<file path="config.mk">
export PLATFORM = sky130hd
export DESIGN_NAME = uart_response_framer
export DESIGN_NICKNAME = d
export VERILOG_FILES = /design/src/rtl/acoustics_uart_pkg.sv /design/src/rtl/frame_byte_sel.sv /design/src/rtl/uart_response_framer.sv
export SDC_FILE = /design/constraint.sdc
export NUM_CORES = 1
export LEC_CHECK = 0
export CORE_ASPECT_RATIO = 0.9
export CORE_MARGIN = 3
export CORE_UTILIZATION = 48
export CTS_CLUSTER_SIZE = 40
export DETAILED_ROUTE_END_ITERATION = 8
export PLACE_DENSITY = 0.76
export SETUP_SLACK_MARGIN = 0.1
export SYNTH_ARGS = -nofsm -noshare
export SYNTH_HDL_FRONTEND = slang
export SYNTH_HIERARCHICAL = 1
export SYNTH_SLANG_ARGS = --single-unit
</file>
<file path="constraint.sdc">
create_clock -name clk -period 2.3 [get_ports clk]
set_input_delay 0.23 -clock clk [delete_from_list [all_inputs] [get_ports clk]]
set_output_delay 0.23 -clock clk [all_outputs]
set_load 0.005 [all_outputs]
</file>
<file path="src/rtl/acoustics_uart_pkg.sv">
// Shared constants and types for the UART response path.
// Frame lengths exist for both builds; the active pair is selected by the
// UART_FRAME_CHECKSUM_EN macro through last_index().
package acoustics_uart_pkg;

    localparam logic [7:0] OP_CH1 = 8'h01;
    localparam logic [7:0] OP_CH2 = 8'h02;
    localparam logic [7:0] OP_CH3 = 8'h03;
    localparam logic [7:0] OP_CH4 = 8'h04;
    localparam logic [7:0] OP_ALL = 8'h0F;

    localparam logic [7:0] HEADER_DEFAULT = 8'hA5;

    localparam logic [3:0] FRAME_LEN_SINGLE      = 4'd4;
    localparam logic [3:0] FRAME_LEN_ALL         = 4'd10;
    localparam logic [3:0] FRAME_LEN_SINGLE_CSUM = 4'd5;
    localparam logic [3:0] FRAME_LEN_ALL_CSUM    = 4'd11;

    typedef enum logic [1:0] {
        IDLE = 2'd0,
        SEND = 2'd1,
        DONE = 2'd2
    } framer_state_t;

    // Index of the final byte of a frame in the active build.
    function automatic logic [3:0] last_index(input logic is_all);
`ifdef UART_FRAME_CHECKSUM_EN
        return is_all ? (FRAME_LEN_ALL_CSUM - 4'd1) : (FRAME_LEN_SINGLE_CSUM - 4'd1);
`else
        return is_all ? (FRAME_LEN_ALL - 4'd1) : (FRAME_LEN_SINGLE - 4'd1);
`endif
    endfunction

endpackage

</file>
<file path="src/rtl/frame_byte_sel.sv">
// Combinational selection of the frame byte at a given index.
// Layout: header, opcode, then {hi, lo} pairs (hi = {6'b0, val[9:8]}).
// With UART_FRAME_CHECKSUM_EN defined, the last index carries the checksum.
module frame_byte_sel
    import acoustics_uart_pkg::*;
#(
    parameter logic [7:0] HEADER_BYTE = HEADER_DEFAULT
) (
    input  logic [39:0] snap,
    input  logic [7:0]  op,
    input  logic        is_all,
    input  logic [3:0]  cnt,
`ifdef UART_FRAME_CHECKSUM_EN
    input  logic [7:0]  csum,
`endif
    output logic [7:0]  byte_out
);

    logic [9:0] ch_val [4];
    logic [1:0] pair;
    logic [1:0] sel_ch;
    logic [9:0] sel_val;

    for (genvar gi = 0; gi < 4; gi++) begin : g_ch
        assign ch_val[gi] = snap[gi*10 +: 10];
    end

    // Map the byte index to a channel value and pick the hi or lo half.
    always_comb begin
        pair = 2'd3;
        case (cnt)
            4'd2, 4'd3: pair = 2'd0;
            4'd4, 4'd5: pair = 2'd1;
            4'd6, 4'd7: pair = 2'd2;
            default:    pair = 2'd3;
        endcase
        // Single-channel opcodes 1..4 map to channel index 0..3 via low bits.
        sel_ch  = is_all ? pair : (op[1:0] - 2'd1);
        sel_val = ch_val[sel_ch];

        if (cnt == 4'd0)
            byte_out = HEADER_BYTE;
        else if (cnt == 4'd1)
            byte_out = op;
`ifdef UART_FRAME_CHECKSUM_EN
        else if (cnt == last_index(is_all))
            byte_out = csum;
`endif
        else if (!cnt[0])
            byte_out = {6'b0, sel_val[9:8]};
        else
            byte_out = sel_val[7:0];
    end

endmodule

</file>
<file path="src/rtl/uart_response_framer.sv">
// Opcode-driven response framer feeding the UART TX byte handshake.
// Snapshots ch_max and the opcode on accept, then streams the frame.
// Optional trailing checksum byte: define UART_FRAME_CHECKSUM_EN.
module uart_response_framer
    import acoustics_uart_pkg::*;
#(
    parameter logic [7:0] HEADER_BYTE = HEADER_DEFAULT,
    parameter logic [7:0] ALL_OPCODE  = OP_ALL
) (
    input  logic        clk,
    input  logic        reset_b,
    input  logic        cmd_valid,
    input  logic [7:0]  cmd_byte,
    input  logic [39:0] ch_max,
    input  logic        tx_ready,
    output logic [7:0]  tx_data,
    output logic        tx_write_en,
    output logic        busy,
    output logic        frame_done,
    output logic        cmd_error,
    output logic        cmd_overrun
);

    framer_state_t state_q, state_d;
    logic [3:0]    cnt_q, cnt_d;
    logic [39:0]   snap_q, snap_d;
    logic [7:0]    op_q, op_d;
    logic          is_all_q, is_all_d;
    logic          err_q, err_d;
    logic          ovr_q, ovr_d;
`ifdef UART_FRAME_CHECKSUM_EN
    logic [7:0]    csum_q, csum_d;
`endif

    logic [7:0] cur_byte;
    logic       cmd_is_all;
    logic       cmd_known;
    logic       xfer;

    assign cmd_is_all = (cmd_byte == ALL_OPCODE);
    assign cmd_known  = cmd_is_all || ((cmd_byte >= OP_CH1) && (cmd_byte <= OP_CH4));
    assign xfer       = (state_q == SEND) && tx_ready;

    frame_byte_sel #(
        .HEADER_BYTE (HEADER_BYTE)
    ) u_byte_sel (
        .snap     (snap_q),
        .op       (op_q),
        .is_all   (is_all_q),
        .cnt      (cnt_q),
`ifdef UART_FRAME_CHECKSUM_EN
        .csum     (csum_q),
`endif
        .byte_out (cur_byte)
    );

    // Outputs decode straight from state so reset clears them asynchronously.
    assign tx_write_en = (state_q == SEND);
    assign busy        = (state_q == SEND);
    assign frame_done  = (state_q == DONE);
    assign tx_data     = (state_q == SEND) ? cur_byte : 8'h00;
    assign cmd_error   = err_q;
    assign cmd_overrun = ovr_q;

    // Next-state: accept/reject commands, advance on each handshake.
    always_comb begin
        state_d  = state_q;
        cnt_d    = cnt_q;
        snap_d   = snap_q;
        op_d     = op_q;
        is_all_d = is_all_q;
        err_d    = 1'b0;
        ovr_d    = 1'b0;
`ifdef UART_FRAME_CHECKSUM_EN
        csum_d   = csum_q;
`endif
        case (state_q)
            IDLE: begin
                if (cmd_valid) begin
                    if (cmd_known) begin
                        state_d  = SEND;
                        cnt_d    = 4'd0;
                        snap_d   = ch_max;
                        op_d     = cmd_byte;
                        is_all_d = cmd_is_all;
`ifdef UART_FRAME_CHECKSUM_EN
                        csum_d   = 8'h00;
`endif
                    end else begin
                        err_d = 1'b1;
                    end
                end
            end
            SEND: begin
                // No queueing: a command during a frame is reported and dropped.
                ovr_d = cmd_valid;
                if (xfer) begin
                    cnt_d = cnt_q + 4'd1;
`ifdef UART_FRAME_CHECKSUM_EN
                    // Header is excluded; adding the checksum byte itself is harmless.
                    if (cnt_q != 4'd0)
                        csum_d = csum_q + cur_byte;
`endif
                    if (cnt_q == last_index(is_all_q))
                        state_d = DONE;
                end
            end
            DONE: begin
                ovr_d   = cmd_valid;
                state_d = IDLE;
            end
            default: state_d = IDLE;
        endcase
    end

    // State registers with asynchronous active-low reset.
    always_ff @(posedge clk or negedge reset_b) begin
        if (!reset_b) begin
            state_q  <= IDLE;
            cnt_q    <= 4'd0;
            snap_q   <= 40'd0;
            op_q     <= 8'h00;
            is_all_q <= 1'b0;
            err_q    <= 1'b0;
            ovr_q    <= 1'b0;
`ifdef UART_FRAME_CHECKSUM_EN
            csum_q   <= 8'h00;
`endif
        end else begin
            state_q  <= state_d;
            cnt_q    <= cnt_d;
            snap_q   <= snap_d;
            op_q     <= op_d;
            is_all_q <= is_all_d;
            err_q    <= err_d;
            ovr_q    <= ovr_d;
`ifdef UART_FRAME_CHECKSUM_EN
            csum_q   <= csum_d;
`endif
        end
    end

endmodule

</file>
==> results by group <==
Outcome
  – Status: finished, violations left
  – Failing checks: setup timing

Timing
  – Final hold slack: 0.439 ns
  – FMAX: 405 MHz
  – Worst slew margin: 58.2%
  – Slew Viols, Final: 0
  – RSZ-0062 raised after global routing: yes
  – Fin. Hold Viols: 0
  – Fraction of the cycle the final worst path needs: 107%
  – Final Setup Violations: 8
  – Setup ws final: -0.168 ns
  – Setup_tns: -0.582 ns
  – Tmin final: 2.47 ns
  – Worst Max-Slew Pin Slew: 0.627 ns
  – Clock skew: 0.00941 ns

Route
  – Routed wire length per instance: 17.1 um
  – Vias after detailed routing: 2,465
  – Drt total wl: 7620 um
  – Drt pass-1 iters: 4
  – Vias per cell: 5.51
  – DR iter-0 viols: 146
  – Post-DRT Antenna Nets: 0
  – # DRC: 0

Layout
  – Layout Cells excl Fill: 447
  – Diodes inserted: 0
  – Final core occ: 72.7%
  – Nets@finish: 414
  – Share of cells above drive strength 1: 35.8%
  – Area grow syn2layout: 42.2%

Logic synthesis
  – Prevailing post-synth register cell: dfrtp_1
  – Number of synthesized flops with an enable pin: 0
  – Mapped Nets: 321
  – Mean Syn Cell Area: 11.4 um2
  – Post-synthesis async set-or-reset flop share: 100%
  – Ys Warns: 6
  – Synth cell types: 50
  – Flops & latches, synth: 57
  – Post-synthesis sequential area ratio: 47.4%
  – Syn Inst Count: 265
  – Mapped Area: 3010 um2

Worst setup path
  – CP endpoint kind: output port
  – Worst Path Arrival: 2.24 ns
  – Required @ worst endpoint: 2.07 ns
  – Critical path fanouts, max: 3
  – Setup crit start kind: flop
  – Critical path type: reg2out

Floorplan
  – Die height: 81.1 um
  – Core Area: 5890 um2
  – IO Pins: 65
  – Die Width: 89.5 um
  – Site Rows: 26
  – Initial Util: 51.1%
  – Die area: 7260 um2

Power
  – Gate power share: 48.2%
  – Leak Pwr: 0.00191 uW
  – Clk pwr share: 19.6%
  – Pwr dens: 1010 nW/um2
  – Sequential share of power: 32.3%
  – Worst IR Drop VDD: 568 uV
  – Net Sw Frac: 35.2%
  – Pwr Total: 4320 uW
  – P_int: 2800 uW
  – Net Sw Power: 1520 uW

Flow run
  – Maxcap violations: 0

Global routing
  – Largest net degree at the start of global routing: 32
  – Vias in the first global route: 2,403
  – Grt ovf: 0
  – GRT Overall Usage: 22.2%
  – First-pass GRT wire length: 11,900 um
  – Initial antenna violation count: 0

Clock tree
  – Bufs on Longest Clock Path: 2
  – Clk slew on worst S/H paths: 0.07 ns
  – CTS root buffer: clkbuf_8
  – H-tree depth: 3
  – Latest clock arrival within the worst-skew pair: 0.35 ns
  – Clock Sinks: 57
  – Num CTS Buffers: 9
  – CTS tree: built

Placed design
  – Post-detail-place hpwl: 5130 um
  – Inst Count DP: 417
  – # port buffers: 64
  – GPL Wtd Cong: 0.883

Worst hold path
  – Worst hold path type: in2async
-- registers in the layout, summed over array words and instances, names as in the netlist --
name and count:
snap_q 40, op_q 8, cnt_q 4, state_q 2, cmd_error 1, cmd_overrun 1
is_all_q 1
-- cell usage after synthesis, types with 2 or more instances --
master | instances | area share, %
dfrtp_1 | 57 | 47
o21ai_1 | 6 | 1.0
nand3_1 | 4 | 0.66
nand2_1 | 27 | 3.4
o21bai_1 | 2 | 0.50
nor2b_1 | 4 | 0.83
and3_1 | 11 | 2.3
inv_1 | 5 | 0.62
mux2_2 | 40 | 15
a22o_1 | 2 | 0.58
a221o_1 | 2 | 0.66
buf_6 | 5 | 1.9
nor3_1 | 3 | 0.50
nor3b_1 | 2 | 0.50
buf_4 | 4 | 1.0
a211oi_1 | 14 | 3.5
and2_1 | 10 | 2.1
mux2_1 | 4 | 1.5
mux2i_1 | 3 | 1.0
buf_2 | 2 | 0.33
nor2_1 | 7 | 0.87
nand3b_1 | 3 | 0.75
clkbuf_1 | 4 | 0.50
a31o_2 | 6 | 1.7
a21oi_1 | 3 | 0.50
o32a_1 | 2 | 0.66
ha_1 | 4 | 1.7
xnor2_1 | 2 | 0.58
o22ai_1 | 2 | 0.42
nand2b_1 | 5 | 1.0
-- layout by cell type (no fill, tap or decap), types with 2 or more instances in the layout --
| cell type | netlist | final |
|---|---|---|
| dfrtp_1 | 57 | 57 |
| mux2_1 | 4 | 4 |
| o21bai_1 | 2 | 2 |
| a221o_1 | 2 | 2 |
| clkinv_2 | 0 | 3 |
| a22o_1 | 2 | 2 |
| mux2i_1 | 3 | 3 |
| buf_4 | 4 | 16 |
| nand2b_1 | 5 | 4 |
| nor2_1 | 7 | 7 |
| and2_1 | 10 | 7 |
| buf_2 | 2 | 6 |
| nand2_1 | 27 | 27 |
| clkdlybuf4s50_1 | 0 | 55 |
| ha_1 | 4 | 3 |
| nand3b_1 | 3 | 3 |
| nor2b_1 | 4 | 4 |
| nand3_1 | 4 | 4 |
| and3_1 | 11 | 11 |
| a211oi_2 | 1 | 8 |
| nor3_1 | 3 | 3 |
| a211oi_1 | 14 | 4 |
| a21oi_1 | 3 | 3 |
| a211oi_4 | 0 | 3 |
| clkbuf_8 | 0 | 11 |
| o21ai_1 | 6 | 3 |
| buf_12 | 0 | 3 |
| mux2_2 | 40 | 40 |
| and2_4 | 0 | 3 |
| clkbuf_1 | 4 | 2 |
| o32a_1 | 2 | 2 |
| buf_6 | 5 | 15 |
| o21ai_2 | 0 | 3 |
| inv_1 | 5 | 5 |
| a31o_2 | 6 | 6 |
| nor3b_1 | 2 | 2 |
-- power groups by stage --
stage | clock, uW | combinational, uW | sequential [uW]
2_1_floorplan | 0 | 955 | 1330
3_3_place_gp | 0 | 1450 | 1380
3_5_place_dp | 0 | 1480 | 1390
4_1_cts | 859 | 1900 | 1390
5_1_grt | 918 | 2230 | 1420
6_report | 845 | 2080 | 1390
-- what timing repair did --
item                       CTS  global route
hold buffers                 1             0
cloned                       2             0
resized for setup           63            16
hold endpoints to repair    26             0
setup endpoints to repair   10             8
pin swaps                   10            11
setup buffers               11             2
-- kinds of logic (layout without fill, tap and decap cells) --
family / after synthesis / count (layout) / synth area share, %
xor+xnor: 2 / 2 / 0.582
compound gates: 47 / 47 / 11.8
simple gates: 87 / 87 / 16.7
buf+inv: 21 / 119 / 4.45
flops: 57 / 57 / 47.4
fa+ha+maj: 4 / 4 / 1.66
mux: 47 / 47 / 17.4
-- metrics by stage --
| stage | setup WS (ns) | area, um2 |
|---|---|---|
| 6_report | -0.168 | 4280 |
| 5_1_grt | -0.278 | 4280 |
| 4_1_cts | -0.161 | 4220 |
| 3_5_place_dp | -0.165 | 3820 |
| 3_3_place_gp | -0.117 | 3820 |
| 2_1_floorplan | 0.457 | 3010 |
-- worst max-delay path, stage by stage (launching register included) --
cell and delay [ns]:
dfrtp_1 0.40, buf_6 0.14, xnor2_4 0.15, o22ai_4 0.12
buf_6 0.14, buf_6 0.11, a211oi_4 0.23, a31oi_1 0.07
o32a_1 0.28, and2_4 0.16, buf_6 0.11
-- routing by layer --
metal	share of wire, %	GRT usage, %
met1	46	30.7
met2	46	32.0
met3	6.6	8.82
met4	0.89	7.14
met5	0	0
-- worst paths after layout --
path,startpoint,to,slack [ns],cells past startpoint
setup / recovery,cnt_q[1],tx_data[0],-0.17,10
hold / removal,reset_b,state_q[1],0.44,2
setup reg to reg,state_q[1],snap_q[5],0.30,6
hold reg to reg,op_q[7],op_q[7],0.51,1
max in group asynchronous,reset_b,is_all_q,1.28,3
min in group clk,ch_max[24],snap_q[24],0.49,2
-- final cells by class --
| type | instances | area [um2] |
|---|---|---|
| Clock buffer | 13 | 159 |
| Clock inverter | 3 | 15.0 |
| Fill cell | 427 | 1610 |
| Inverter | 5 | 18.8 |
| Multi-Input combinational cell | 187 | 1600 |
| Sequential cell | 57 | 1430 |
| Tap cell | 84 | 105 |
| Timing Repair Buffer | 98 | 960 |
Note: power is estimated with default switching activity, not from simulation.
